### src/rtl/vm_pkg.sv
// Shared types and helpers for the parametrised voting machine.
package vm_pkg;

  typedef enum logic [1:0] {
    IDLE     = 2'd0,
    ARMING   = 2'd1,
    WAIT_REL = 2'd2,
    REJECT   = 2'd3
  } vm_state_e;

  localparam logic MODE_VOTE   = 1'b0;
  localparam logic MODE_RESULT = 1'b1;

  // Counters up to 32 bits wide are widened to this width for the helper.
  localparam int SAT_W = 32;

  function automatic logic [SAT_W-1:0] sat_inc(input logic [SAT_W-1:0] value,
                                               input logic [SAT_W-1:0] max_val);
    return (value >= max_val) ? value : value + SAT_W'(1);
  endfunction

endpackage

### src/rtl/vm_max_resolver.sv
// Combinational argmax over the candidate tallies (lowest index wins ties)
// plus detection of a shared non-zero maximum.
module vm_max_resolver #(
  parameter int N_CAND  = 4,
  parameter int COUNT_W = 8,
  parameter int IDX_W   = 2
) (
  input  logic [N_CAND-1:0][COUNT_W-1:0] tally_i,
  output logic [IDX_W-1:0]               idx_o,
  output logic                           tie_o
);

  logic [COUNT_W-1:0] max_val;

  always_comb begin
    max_val = tally_i[0];
    idx_o   = '0;
    tie_o   = 1'b0;
    // Strict compare keeps the earliest candidate among equals.
    for (int i = 1; i < N_CAND; i++) begin
      if (tally_i[i] > max_val) begin
        max_val = tally_i[i];
        idx_o   = IDX_W'(i);
      end
    end
    for (int i = 0; i < N_CAND; i++) begin
      if ((tally_i[i] == max_val) && (IDX_W'(i) != idx_o)) begin
        tie_o = 1'b1;
      end
    end
    if (max_val == '0) begin
      tie_o = 1'b0;
    end
  end

endmodule

### src/rtl/voting_machine_param.sv
// Debounced one-vote-per-press voting machine with saturating tallies,
// result readout on the LED bank and a registered winner/tie resolver.
module voting_machine_param
  import vm_pkg::*;
#(
  parameter  int N_CAND       = 4,
  parameter  int COUNT_W      = 8,
  parameter  int DEBOUNCE_CYC = 10,
  localparam int IDX_W        = (N_CAND > 1) ? $clog2(N_CAND) : 1
) (
  input  logic               clk,
  input  logic               rst,
  input  logic               mode,
  input  logic [N_CAND-1:0]  button,
  output logic [COUNT_W-1:0] led,
  output logic               vote_ack,
  output logic               reject,
  output logic [COUNT_W-1:0] total,
  output logic [IDX_W-1:0]   winner,
  output logic               winner_valid,
  output logic               tie
);

  localparam int                 HOLD_W  = $clog2(DEBOUNCE_CYC);
  localparam logic [COUNT_W-1:0] CNT_MAX = '1;

  vm_state_e                     state_q;
  logic [IDX_W-1:0]              idx_q;
  logic [HOLD_W-1:0]             hold_q;
  logic [N_CAND-1:0][COUNT_W-1:0] tally_q;
  logic [COUNT_W-1:0]            total_q;
  logic [COUNT_W-1:0]            led_q;
  logic                          vote_ack_q;
  logic                          reject_q;
  logic [IDX_W-1:0]              winner_q;
  logic                          winner_valid_q;
  logic                          tie_q;

  logic                          single_press;
  logic [IDX_W-1:0]              press_idx;
  logic [N_CAND-1:0]             latched_mask;
  logic [COUNT_W-1:0]            led_d;
  logic [IDX_W-1:0]              res_idx;
  logic                          res_tie;

  always_comb begin
    single_press = (button != '0) && ((button & (button - N_CAND'(1))) == '0);
    press_idx    = '0;
    for (int i = N_CAND - 1; i >= 0; i--) begin
      if (button[i]) begin
        press_idx = IDX_W'(i);
      end
    end
    latched_mask = N_CAND'(1) << idx_q;
  end

  // Vote mode shows the candidate being captured; result mode shows the
  // tally of the lowest-index pressed button.
  always_comb begin
    led_d = '0;
    if (mode == MODE_RESULT) begin
      for (int i = N_CAND - 1; i >= 0; i--) begin
        if (button[i]) begin
          led_d = tally_q[i];
        end
      end
    end else if ((state_q == ARMING) || (state_q == WAIT_REL)) begin
      for (int i = 0; i < COUNT_W; i++) begin
        if (i == int'(idx_q)) begin
          led_d[i] = 1'b1;
        end
      end
    end
  end

  vm_max_resolver #(
    .N_CAND (N_CAND),
    .COUNT_W(COUNT_W),
    .IDX_W  (IDX_W)
  ) u_resolver (
    .tally_i(tally_q),
    .idx_o  (res_idx),
    .tie_o  (res_tie)
  );

  always_ff @(posedge clk) begin
    if (!rst) begin
      state_q        <= IDLE;
      idx_q          <= '0;
      hold_q         <= '0;
      tally_q        <= '0;
      total_q        <= '0;
      led_q          <= '0;
      vote_ack_q     <= 1'b0;
      reject_q       <= 1'b0;
      winner_q       <= '0;
      winner_valid_q <= 1'b0;
      tie_q          <= 1'b0;
    end else begin
      vote_ack_q <= 1'b0;
      reject_q   <= 1'b0;
      if (mode == MODE_VOTE) begin
        case (state_q)
          IDLE: begin
            if (single_press) begin
              state_q <= ARMING;
              idx_q   <= press_idx;
              hold_q  <= HOLD_W'(1);
            end else if (button != '0) begin
              state_q  <= REJECT;
              reject_q <= 1'b1;
            end
          end
          ARMING: begin
            if (button == '0) begin
              state_q <= IDLE;
              hold_q  <= '0;
            end else if (button != latched_mask) begin
              state_q  <= REJECT;
              reject_q <= 1'b1;
              hold_q   <= '0;
            end else if (hold_q == HOLD_W'(DEBOUNCE_CYC - 1)) begin
              // This edge completes the debounce window: count the vote.
              state_q          <= WAIT_REL;
              hold_q           <= '0;
              vote_ack_q       <= 1'b1;
              tally_q[idx_q]   <= COUNT_W'(sat_inc(SAT_W'(tally_q[idx_q]), SAT_W'(CNT_MAX)));
              total_q          <= COUNT_W'(sat_inc(SAT_W'(total_q), SAT_W'(CNT_MAX)));
            end else begin
              hold_q <= hold_q + HOLD_W'(1);
            end
          end
          WAIT_REL, REJECT: begin
            if (button == '0) begin
              state_q <= IDLE;
            end
          end
          default: state_q <= IDLE;
        endcase
      end else begin
        state_q <= IDLE;
        hold_q  <= '0;
      end
      led_q          <= led_d;
      winner_valid_q <= (total_q != '0);
      winner_q       <= (total_q != '0) ? res_idx : '0;
      tie_q          <= (total_q != '0) && res_tie;
    end
  end

  assign led          = led_q;
  assign vote_ack     = vote_ack_q;
  assign reject       = reject_q;
  assign total        = total_q;
  assign winner       = winner_q;
  assign winner_valid = winner_valid_q;
  assign tie          = tie_q;

endmodule

### config.mk
export PLATFORM = sky130hd
export DESIGN_NAME = voting_machine_param
export DESIGN_NICKNAME = d
export VERILOG_FILES = /design/src/rtl/vm_pkg.sv /design/src/rtl/vm_max_resolver.sv /design/src/rtl/voting_machine_param.sv
export SDC_FILE = /design/constraint.sdc
export NUM_CORES = 1
export LEC_CHECK = 0
export CAP_MARGIN = 30
export CORE_MARGIN = 1.5
export CORE_UTILIZATION = 55
export DETAILED_ROUTE_END_ITERATION = 8
export PLACE_DENSITY_LB_ADDON = 0.12
export SETUP_SLACK_MARGIN = 0.5
export SYNTH_ARGS = -nofsm -noshare
export SYNTH_HDL_FRONTEND = slang
export SYNTH_SLANG_ARGS = --single-unit
### constraint.sdc
create_clock -name clk -period 14.85 [get_ports clk]
set_input_delay 2.2275 -clock clk [delete_from_list [all_inputs] [get_ports clk]]
set_output_delay 2.2275 -clock clk [all_outputs]
set_load 0.005 [all_outputs]
Word-level counts from Yosys, hierarchy flattened
Cells that the tools add are included.
{ "op_classes": {"add_sub_neg": 4, "n_lt_le_gt_ge": 7, "eq_ne": 19, "shift": 1, "muxes": 49, "bitwise_logic": 7, "reduce_logical": 26} }
{ "op_table": {"columns": ["operator", "count"], "rows": [
  ["$mux W8", 11],
  ["$bwmux W32", 1],
  ["$eq A8 B8 Y1", 4],
  ["$gt A8 B8 Y1", 3],
  ["$mux W2", 12],
  ["$mux W4", 5],
  ["$add A8 B1 Y8 const B", 2],
  ["$bmux W8 S2", 1],
  ["$demux W8 S2", 1],
  ["$ge A8 B8 Y1 const B", 2],
  ["$mux W1", 15],
  ["$logic_not A4 Y1", 2],
  ["$logic_not A8 Y1", 1],
  ["$pmux W4 S2", 1],
  ["$reduce_bool A8 Y1", 1],
  ["$logic_and A1 B1 Y1", 7],
  ["$not A1 Y1", 6],
  ["$pmux W2 S3", 1],
  ["$reduce_and A3 Y1", 2],
  ["$reduce_and A6 Y1", 1],
  ["$reduce_and A5 Y1", 1],
  ["$reduce_or A5 Y1", 1],
  ["$add A4 B1 Y4 const B", 1],
  ["$and A4 B4 Y4", 1],
  ["other kinds (22)", 30]
]} }
{ "totals": {"ff_bits": 62, "input_bits": 7, "output_inout_bits": 22, "elab_cells": 127} }

Depth between registers and ports, before layout
Gate-level depths: netlist (run 1).
{ "depth": {"ltp_word": 14, "depth_mapped": 33, "ltp_nobuf": 30} }

By module
A second synthesis (run 1) with hierarchy kept.
{ "unflattened": {"hier_cells": 663, "area_unflattened_um2": 5157.4} }
{ "modules_own_cells": {"columns": ["mod", "instances", "cells_each", "area_each_um2", "seq_area_each_um2"], "rows": [
  ["voting_machine_param", 1, 400, 3342.0, 1241.2],
  ["vm_max_resolver", 1, 263, 1815.5, 0.0]
]} }

Worst setup path before layout (run 1)
OpenSTA, ideal clock, no wires.
{ "synth_path": {"path_kind": "reg-to-reg", "from": "register tally_q[6] (netlist bit)", "to": "register tie_q, in the netlist tie", "setup_ps": 74, "t_arrival_ps": 6536, "required_ps": 14776, "slack_ps": 8239, "stages_incl_launch_ff": 32, "path_buffers": 3, "synth_period_minus_slack_ps": 6611, "path_cell_list": "dfxtp_1 -> clkbuf_1 -> inv_1 -> ha_1 -> and4_4 -> a21bo_4 -> a21boi_0 -> nand2_1 -> nand2_1 -> inv_1 -> ha_1 -> nand3_1 -> or2_2 -> nor4_1 -> a2bb2oi_1 -> o311a_1 -> nand2_1 -> buf_1 -> mux2i_1 -> ha_1 -> a21o_1 -> a21oi_1 -> o211ai_1 -> and2_1 -> clkbuf_1 -> a211oi_1 -> o22ai_1 -> nand4_1 -> o31ai_1 -> or4_1 -> or4_1 -> a31oi_1"} }
{ "synth_between": {"elab_chain_cells": 14, "elab_cells_between_ends": 28, "classes_between": "3 x order compare; 7 x eq/ne; 11 x mux; 7 x reduce/logical"} }
{ "synth_lines": {"columns": ["element", "line_no", "rtl"], "rows": [
  ["from (decl)", "voting_machine_param.sv:30", "logic [N_CAND-1:0][COUNT_W-1:0] tally_q;"],
  ["from (signal, indexed assignment)", "voting_machine_param.sv:127", "tally_q[idx_q] <= COUNT_W'(sat_inc(SAT_W'(tally_q[idx_q]), SAT_W'(CNT_MAX)));"],
  ["$gt A8 B8 Y1", "vm_max_resolver.sv:21", "if (tally_i[i] > max_val) begin"],
  ["$mux W8", "vm_max_resolver.sv:21", null],
  ["$gt A8 B8 Y1", "vm_max_resolver.sv:21", null],
  ["$mux W8", "vm_max_resolver.sv:21", null],
  ["$gt A8 B8 Y1", "vm_max_resolver.sv:21", null],
  ["$mux W8 / $mux W2 (equally long branches)", "vm_max_resolver.sv:21", null],
  ["$eq A8 B8 Y1 / $reduce_bool A2 Y1 (equally long branches)", "vm_max_resolver.sv:27", "if ((tally_i[i] == max_val) && (IDX_W'(i) != idx_o)) begin"],
  ["$logic_and A1 B1 Y1", "vm_max_resolver.sv:27", null],
  ["$mux W1 (4 in series)", "vm_max_resolver.sv:27", null],
  ["$mux W1 (*)", "vm_max_resolver.sv:31", "if (max_val == '0) begin"],
  ["$logic_and A1 B1 Y1 (*)", "voting_machine_param.sv:147", "tie_q <= (total_q != '0) && res_tie;"],
  ["to (signal assigned)", "voting_machine_param.sv:147", null],
  ["to (decl)", "voting_machine_param.sv:37", "logic tie_q;"]
]} }
Every way passes the cells marked *; elsewhere a longest branch is shown, timed or not.
A chain may end at the register's enable or synchronous reset.

Worst setup path in the final report (run 1)
{ "layout_path": {"from": "register tally_q[1] (netlist bit)", "to": "register tie_q, in the netlist tie"} }
Same word-level chain as after synthesis.

==> impl_metrics.py, run 1 <==
metrics = {
    "layout": {
        "stdcell_area_mm2": 0.00542,
        "drive_above_1_share_pct": 7.09,
        "area_growth_pct": 9.06,
        "fin_nets": 669,
        "fillCellCount": 758,
        "antenna_cells": 0,
    },
    "logic_synthesis": {
        "synthTopCellsByArea": "dfxtp_1 (25%), ha_1 (8.1%), mux2i_1 (7.9%)",
        "synth.largest_area_cell": "dfxtp_1",
        "avgSynthCellArea_um2": 7.90,
        "ys_warn_count": 0,
        "synth_nets": 668,
        "synth_edf_count": 0,
        "ys.flop_type": "dfxtp_1",
        "ys_seq_area_share_pct": 25.0,
        "netlist_area_mm2": 0.00497,
        "yosysUniqueCellTypes": 68,
        "async_reset_ff_share_pct": 0,
        "synth_most_common_cell": "nor2_1",
        "synth_common_cells": "nor2_1 (81), dfxtp_1 (62), nand2_1 (49), a21oi_1 (41), mux2i_1 (39)",
        "synth_top_area_share_pct": 25.0,
        "syn_inst": 629,
        "ys_seq_elements": 62,
    },
    "setup_path": {
        "cp-start-kind": "flop",
        "rr_worst_depth": 27,
        "critPathMostFrequentCell": "ha_1",
        "crit_end": "tie$_SDFF_PN0_",
        "regToRegEndpoint": "tie$_SDFF_PN0_",
        "critPathMaxStageDelay_ns": 0.57,
        "worst_ep_arrival_time_ns": 8.08,
        "critPathLaunch": "tally_q[1]$_SDFFE_PN0P_",
        "r2r-start": "tally_q[1]$_SDFFE_PN0P_",
        "ff2ff_setup_slack_ns": 7.05,
        "crit_path_top_delay_cell": "mux2i_1",
        "worstSetupPathType": "flop to flop",
        "cp-end-kind": "flop",
        "worstPathMaxFanout": 32,
        "worstPathRequired_ns": 15.12,
    },
    "drt": {
        "ant_nets": 0,
        "drc": 0,
        "via_per_inst": 6.45,
        "wirelength_um": 14700,
        "first_pass_iters": 5,
        "num_vias": 4793,
        "routedWlPerCell_um": 19.9,
        "drt_iter0_markers": 390,
    },
    "grt": {
        "grt_remaining_overflow": 0,
        "grt_pass1_wl_um": 23900,
        "grt_usage_pct": 31.5,
        "antenna_found_initial": 0,
        "grt_pass1_vias": 4553,
        "grt_max_degree": 33,
    },
    "hold_path": {
        "holdPathStages": 2,
        "hp-class": "flop to flop",
    },
    "timing": {
        "setup_viol": 0,
        "maxSlewViolCount": 0,
        "period_needed_ns": 7.80,
        "grt_setup_unrepaired": "false",
        "tns_ns": 0,
        "period_share_pct": 52.5,
        "slew_headroom_pct": 44.4,
        "fin_skew_ns": 0.00864,
        "hold_violations": 0,
        "max_freq_ghz": 0.128,
        "tightest_slew_ns": 0.831,
    },
    "clocking": {
        "cts_resized": 0,
        "postCtsSetupRepairBufs": 0,
        "htreeDepth": 3,
        "cts_made_buffers": 9,
        "cts_tree": "done",
        "cts_hold_buf": 0,
        "ctsLongestPathBuffers": 2,
        "cts_root_buffer": "clkbuf_8",
        "clock-sinks": 62,
        "path_clk_slew_ns": 0.07,
        "worstSkewPairLatency_ns": 0.34,
    },
    "placement": {
        "gp_congestion": 0.988,
        "dp_hpwl_um": 10500,
        "portBuffers": 28,
        "postPlaceCellArea_mm2": 0.00526,
    },
    "pwr": {
        "vdd_drop_max_mv": 0.0466,
        "p_leak_uw": 0.00236,
        "power_density_mw_per_mm2": 60.0,
    },
    "flow_run": {
        "drv_cap": 0,
    },
    "die": {
        "pin_count": 29,
        "start_util_pct": 57.0,
        "die_y_um": 98.1,
        "coreArea_mm2": 0.00872,
        "dieArea_mm2": 0.00962,
        "fp-row-count": 34,
        "die_x_um": 98.1,
    },
    "run_status": {
        "status": "finished, final reports clean",
    },
}
==> flip-flops by register name (all words and copies together), names as in the netlist <==
name          cells
tally_q          32
led               8
total             8
hold_q            4
idx_q             2
state_q           2
winner            2
reject            1
tie               1
vote_ack          1
winner_valid      1
==> metrics by stage <==
stage                     total power [uW]  hold WS [ns]  utilization, %  setup slack [ns]  cells
final                                  325         0.548            62.2              7.05    743
after global routing                   341         0.577            62.2              6.58    743
after CTS                              328         0.550            62.2              7.16    743
after detailed placement               200         0.531            60.3              7.22    727
after global placement                 200         0.525            60.3              7.23    727
after floorplan                        192         0.501               -              8.24    629
==> report_power, final <==
| part | switching [uW] | internal, uW | total [uW] |
|---|---|---|---|
| sequential | 2.18 | 168 | 170 |
| clock | 68.9 | 59.9 | 129 |
| combinational | 15.9 | 10.2 | 26.1 |
| total | 87.0 | 238 | 325 |
==> logic make-up (layout without fill, tap and decap cells) <==
logic type,Yosys count,after routing,synth area share [%]
adders and majority gates,32,32,8.05
and+or+nand+nor,223,223,21.4
DFF,62,62,25.0
xor gates and xnor gates,36,36,6.34
muxes,52,52,12.7
buffers and inverters,72,78,5.66
AOI/OAI and AO/OA,152,152,20.9
==> per-layer routing <==
layer	GRT usage [%]	part of all wire, %	up-vias
li1	-	-	2285
met1	39.1	41	2213
met2	51.7	46	226
met3	4.94	6.8	69
met4	18.6	6.1	0
met5	0	0	-
==> area by class of cell <==
type                            instances  area [um^2]  share of cell area [%]
Multi-Input combinational cell        495         3450                    63.6
Sequential cell                        62         1240                    22.9
Timing Repair Buffer                   34          325                    6.00
Tap cell                              108          135                    2.49
Clock buffer                           10          128                    2.35
Inverter                               28          105                    1.94
Clock inverter                          6         38.8                   0.715
==> worst min path at each step <==
stage | to | from
finish | hold_q[0]$_SDFFE_PP0P_ | hold_q[0]$_SDFFE_PP0P_
global route | hold_q[0]$_SDFFE_PP0P_ | hold_q[0]$_SDFFE_PP0P_
global placement | state_q[0]$_SDFFE_PP0P_ | state_q[0]$_SDFFE_PP0P_
detailed placement | state_q[0]$_SDFFE_PP0P_ | state_q[0]$_SDFFE_PP0P_
floorplan | state_q[0]$_SDFFE_PP0P_ | state_q[0]$_SDFFE_PP0P_
CTS | hold_q[0]$_SDFFE_PP0P_ | hold_q[0]$_SDFFE_PP0P_
==> cell usage in the layout, fill, tap and decap left out, types with 5 or more instances in the layout <==
| cell | netlist | final |
|---|---|---|
| nor2_1 | 81 | 81 |
| or4_1 | 5 | 5 |
| nand3_1 | 21 | 21 |
| mux2i_1 | 39 | 39 |
| o31ai_1 | 6 | 6 |
| nor3b_1 | 7 | 7 |
| a31oi_1 | 6 | 6 |
| buf_4 | 0 | 6 |
| and3_1 | 9 | 9 |
| inv_1 | 28 | 28 |
| nand2_1 | 49 | 49 |
| o21ai_0 | 25 | 25 |
| o22ai_1 | 7 | 7 |
| xnor2_1 | 18 | 18 |
| a21oi_1 | 41 | 41 |
| nand4_1 | 8 | 8 |
| nor3_1 | 12 | 12 |
| ha_1 | 32 | 32 |
| clkdlybuf4s50_1 | 0 | 28 |
| clkbuf_8 | 0 | 9 |
| o211ai_1 | 9 | 9 |
| xor2_1 | 18 | 18 |
| dfxtp_1 | 62 | 62 |
| a211oi_1 | 10 | 10 |
| and2_1 | 5 | 5 |
| mux4_2 | 8 | 8 |
| nor4_1 | 6 | 6 |
==> worst max-delay path: cells and delay by family, from the launching register on <==
family / cells / cell delay, ns
buf+inv: 2 / 0.46
mux: 1 / 0.57
fa+ha+maj: 3 / 1.00
compound gates: 12 / 2.97
simple gates: 9 / 2.21
flops: 1 / 0.51
Power figures use the tool's default switching activity.
==> run 2, diff against run 1 <==
- clock period: 14.85 -> 6.9 ns (I/O delays scaled with it)
==> run 2 against run 1 <==
Clock power rose to 2.6 times the previous value. Worst setup slack worse by 6.4 ns. First-iteration DRC count is 70% higher. Cell count up 7.9%. Sequential power rose by 120%. Wire length up 17%. Sequential share of layout area shrank 2.8 points. Fmax grew 24%. Count of clock-buffer cells in the layout increased by 1. Die area stayed put.
==> impl_metrics.py, run 2 (synthesized netlist as in run 1, its figures left out) <==
metrics = {
    "run_status": {
        "status": "finished, final reports clean",
    },
    "die": {
        "die_x_um": 98.1,
        "start_util_pct": 57.0,
        "die_y_um": 98.1,
        "coreArea_mm2": 0.00872,
        "dieArea_mm2": 0.00962,
        "fp-row-count": 34,
        "pin_count": 29,
    },
    "clocking": {
        "worstSkewPairLatency_ns": 0.35,
        "htreeDepth": 3,
        "path_clk_slew_ns": 0.07,
        "cts_tree": "done",
        "cts_hold_buf": 0,
        "cts_root_buffer": "clkbuf_8",
        "clock-sinks": 62,
        "ctsLongestPathBuffers": 2,
        "cts_made_buffers": 9,
    },
    "drt": {
        "drc": 0,
        "via_per_inst": 6.53,
        "ant_nets": 0,
        "first_pass_iters": 5,
        "wirelength_um": 17200,
        "num_vias": 5238,
        "drt_iter0_markers": 662,
        "routedWlPerCell_um": 21.5,
    },
    "timing": {
        "hold_violations": 0,
        "fin_skew_ns": 0.0104,
        "hold_slack_ns": 0.513,
        "period_share_pct": 91.3,
        "maxSlewViolCount": 0,
        "slew_headroom_pct": 38.5,
        "setup_viol": 0,
        "period_needed_ns": 6.30,
        "tightest_slew_ns": 0.920,
        "grt_setup_unrepaired": "false",
        "tns_ns": 0,
        "max_freq_ghz": 0.159,
    },
    "pwr": {
        "power_density_mw_per_mm2": 123,
        "p_leak_uw": 0.00272,
        "vdd_drop_max_mv": 0.134,
    },
    "setup_path": {
        "cpLargestDelayFamily": "simple AND/OR/NAND/NOR gates",
        "worstSetupPathType": "flop to flop",
        "cp-end-kind": "flop",
        "worstPathRequired_ns": 7.18,
        "worstPathMaxFanout": 5,
        "crit_buf_inv": 5,
        "worst_ep_arrival_time_ns": 6.58,
        "cp-start-kind": "flop",
        "critPathMaxStageDelay_ns": 0.50,
        "crit_path_top_delay_cell": "or4_1",
    },
    "grt": {
        "grt_max_degree": 42,
        "grt_pass1_vias": 4812,
        "grt_remaining_overflow": 0,
        "grt_pass1_wl_um": 26100,
        "grt_usage_pct": 34.6,
        "antenna_found_initial": 0,
    },
    "hold_path": {
        "hp-class": "flop to flop",
    },
    "layout": {
        "stdcell_count": 802,
        "top_register": "tally_q",
        "layout_common_cells": "nor2_1 (81), dfxtp_1 (61), buf_4 (58)",
        "antenna_cells": 0,
        "fin_nets": 728,
        "largest_reg_flops": 32,
        "area_growth_pct": 24.5,
        "drive_above_1_share_pct": 19.7,
        "final_common_cell": "nor2_1",
    },
    "placement": {
        "gp_congestion": 1.01,
        "dp.cells": 772,
        "portBuffers": 28,
        "dp_hpwl_um": 12000,
    },
    "flow_run": {
        "drv_cap": 0,
    },
}
[run 2: cell types whose count changed in the layout (fill, tap and decap cells not counted), moves of 5 or more]
cell     change
ha_1         -5
a21oi_1      -5
buf_4       +52
a21oi_2      +5
o21ai_0      -7
ha_4         +5
[run 2: area by class of cell]
cell class / instances / area (um^2)
inverters: 28 / 105
multi-input cells: 496 / 3690
clock buffers: 11 / 151
well taps: 108 / 135
repair buffers: 92 / 810
clock inverters: 5 / 57.6
fillers: 721 / 2530
flip-flops and latches: 62 / 1240
[run 2: path summary, 6_finish.rpt]
path	start	endpoint	depth (start not counted)	slack (ns)
min reg2reg	tally_q[1]$_SDFFE_PN0P_	tally_q[1]$_SDFFE_PN0P_	2	0.51
max	tally_q[5]$_SDFFE_PN0P_	tie$_SDFF_PN0_	30	0.60
max reg2reg	tally_q[5]$_SDFFE_PN0P_	tie$_SDFF_PN0_	30	0.60
min	tally_q[1]$_SDFFE_PN0P_	tally_q[1]$_SDFFE_PN0P_	2	0.51
[run 2: through the flow]
step	power [uW]	instance area, um^2	utilization, %	setup slack (ns)
6_report	759	6190	71.0	0.599
5_1_grt	782	6190	71.0	0.405
4_1_cts	760	5880	67.5	0.528
3_5_place_dp	431	5610	64.3	0.110
3_3_place_gp	429	5610	64.3	0.371
2_1_floorplan	414	4980	-	0.546
[run 2: worst min-delay path: stages (launching register included)]
cell      delay, ns
dfxtp_1        0.31
inv_1          0.08
a211oi_1       0.07
[run 2: layer usage]
metal	GRT usage [%]	vias to the layer above	share of wire (%)
li1	-	2417	-
met3	11.2	51	12
met4	10.3	0	2.5
met1	49.0	2460	43
met2	50.0	310	43
met5	0	-	0
[run 2: where the power goes]
group	internal, uW	switching (uW)	leakage (uW)
Sequential	362	5.62	0.000501
Combinational	22.0	35.4	0.00212
Clock	186	148	0.0000976
[run 2: what timing repair did]
action                     in CTS  in global routing
pin swaps                       6                 15
cloned                          0                  2
setup endpoints to repair       1                  1
buffers inserted                2                 10
resized for setup              14                 42
==> run 3, diff against run 2 <==
- CORE_MARGIN: 1.5 -> 3
- CTS_CLUSTER_SIZE: default -> 14
==> run 3 against run 2 <==
Cell count is 1.1% higher. Count of clock-buffer cells in the layout is 2 lower. Worst setup slack worse by 0.047 ns. Sequential cell count stayed put. Register-to-register slack worse by 0.05 ns. Clock skew is 0.0012 ns higher. Sequential power hardly changed. Fmax is 0.74% lower. Core utilization is 1.5 points higher. Combinational power is 3% higher. Final area is 2.6% higher. Worst hold slack worse by 0.019 ns. Largest cell class unchanged. Highest routed layer unchanged.
==> impl_metrics.py, run 3 (synthesized netlist as in run 1, its figures left out) <==
metrics = {
    "setup_path": {
        "crit_path_top_delay_cell": "or4_1",
        "ff2ff_setup_slack_ns": 0.55,
        "rr_worst_depth": 30,
        "worstSetupPathDepth": 30,
        "cpLargestDelayFamily": "simple AND/OR/NAND/NOR gates",
        "crit_buf_inv": 8,
        "critPathMostFrequentCell": "buf_4",
        "worstSetupPathType": "flop to flop",
        "worst_ep_arrival_time_ns": 6.63,
        "cp-start-kind": "flop",
        "worstPathMaxFanout": 8,
        "cp-end-kind": "flop",
        "worstPathRequired_ns": 7.18,
        "critPathMaxStageDelay_ns": 0.52,
    },
    "run_status": {
        "status": "finished, final reports clean",
    },
    "placement": {
        "gp_congestion": 0.994,
        "dp_hpwl_um": 12000,
        "portBuffers": 28,
        "dp_slack_ns": 0.0958,
    },
    "layout": {
        "largest_reg_flops": 32,
        "fin_nets": 737,
        "antenna_cells": 0,
        "layout_common_cells": "nor2_1 (80), buf_4 (66), dfxtp_1 (58)",
        "top_register": "tally_q",
        "drive_above_1_share_pct": 22.3,
        "final_common_cell": "nor2_1",
        "area_growth_pct": 27.8,
    },
    "hold_path": {
        "holdPathStages": 2,
        "hp-class": "flop to flop",
    },
    "drt": {
        "drc": 0,
        "wirelength_um": 17500,
        "ant_nets": 0,
        "routedWlPerCell_um": 21.6,
        "first_pass_iters": 5,
        "drt_iter0_markers": 689,
        "via_per_inst": 6.52,
        "num_vias": 5290,
    },
    "timing": {
        "max_freq_ghz": 0.158,
        "fin_skew_ns": 0.0116,
        "tightest_slew_ns": 0.970,
        "period_needed_ns": 6.35,
        "setup_slack_ns": 0.552,
        "setup_viol": 0,
        "tns_ns": 0,
        "grt_setup_unrepaired": "false",
        "period_share_pct": 92.0,
        "slew_headroom_pct": 34.6,
        "hold_violations": 0,
        "maxSlewViolCount": 0,
    },
    "clocking": {
        "cts_tree": "done",
        "cts_hold_buf": 0,
        "cts_made_buffers": 9,
        "worstSkewPairLatency_ns": 0.35,
        "htreeDepth": 3,
        "path_clk_slew_ns": 0.08,
        "clock-sinks": 62,
        "cts_root_buffer": "clkbuf_8",
        "ctsLongestPathBuffers": 2,
    },
    "die": {
        "coreArea_mm2": 0.00876,
        "pin_count": 29,
        "dieArea_mm2": 0.0102,
        "start_util_pct": 56.7,
        "die_x_um": 101,
        "die_y_um": 101,
        "fp-row-count": 34,
    },
    "grt": {
        "met2_usage_pct": 47.9,
        "grt_pass1_vias": 4761,
        "met1_usage_pct": 48.5,
        "antenna_found_initial": 0,
        "grtUsageMet3_pct": 9.20,
        "grt_pass1_wl_um": 26200,
        "gr-max-usage-layer": "met1",
        "grt_max_degree": 30,
        "grt_usage_pct": 33.3,
        "grt_remaining_overflow": 0,
    },
    "flow_run": {
        "drv_cap": 0,
    },
    "pwr": {
        "vdd_drop_max_mv": 0.177,
        "power_density_mw_per_mm2": 117,
        "p_leak_uw": 0.00278,
    },
}
==> run 3: metrics by stage <==
| stage | total power, uW | instance area (um^2) | hold WS (ns) | std cells | util, % |
|---|---|---|---|---|---|
| floorplan | 414 | 4980 | 0.501 | 629 | - |
| global placement | 429 | 5570 | 0.479 | 766 | 63.6 |
| detailed placement | 434 | 5600 | 0.493 | 767 | 63.9 |
| CTS | 753 | 6040 | 0.506 | 793 | 68.9 |
| global route | 774 | 6350 | 0.498 | 811 | 72.5 |
| finish | 745 | 6350 | 0.495 | 811 | 72.5 |
==> run 3: worst register-to-register path, delay by kind of cell, from the launching register on <==
family	cells	cell delay, ns
adders and majority gates	3	0.84
muxes	1	0.34
and+or+nand+nor	8	1.97
DFF	1	0.38
AOI/OAI and AO/OA	9	1.47
buffers and inverters	8	1.07
xor gates and xnor gates	1	0.19
==> run 3: repair_timing <==
action / in CTS / in global routing
pin swaps: 10 / 29
setup buffers: 9 / 17
gates resized for setup: 36 / 36
gates cloned: 1 / 1
endpoints found under the setup margin: 1 / 1
hold endpoints to repair: 0 / 0
==> run 3: power breakdown <==
part           leakage, uW  internal [uW]  switching (uW)  total, uW
sequential        0.000503            361            5.42        366
combinational      0.00219           23.2            35.7       58.9
clock            0.0000914            167             153        320
total              0.00278            551             195        745
==> run 3: final timing paths <==
check	startpoint	end
min	tally_q[1]$_SDFFE_PN0P_	tally_q[1]$_SDFFE_PN0P_
max	tally_q[4]$_SDFFE_PN0P_	tie$_SDFF_PN0_
max reg2reg	tally_q[4]$_SDFFE_PN0P_	tie$_SDFF_PN0_
min reg2reg	tally_q[1]$_SDFFE_PN0P_	tally_q[1]$_SDFFE_PN0P_
==> run 3: final cells by class <==
| class | instances | area [um^2] |
|---|---|---|
| Inverter | 28 | 108 |
| Fill cell | 665 | 2410 |
| Multi-Input combinational cell | 495 | 3740 |
| Clock inverter | 7 | 75.1 |
| Tap cell | 108 | 135 |
| Timing Repair Buffer | 102 | 918 |
| Clock buffer | 9 | 124 |
| Sequential cell | 62 | 1250 |
==> run 3: per-layer routing <==
| layer | share of wire (%) | wire length [um] | up-vias |
|---|---|---|---|
| met4 | 2.3 | 401 | 0 |
| met1 | 42 | 7360 | 2485 |
| met3 | 13 | 2240 | 43 |
| met2 | 43 | 7540 | 333 |
| met5 | 0 | 0 | - |
| li1 | - | - | 2429 |
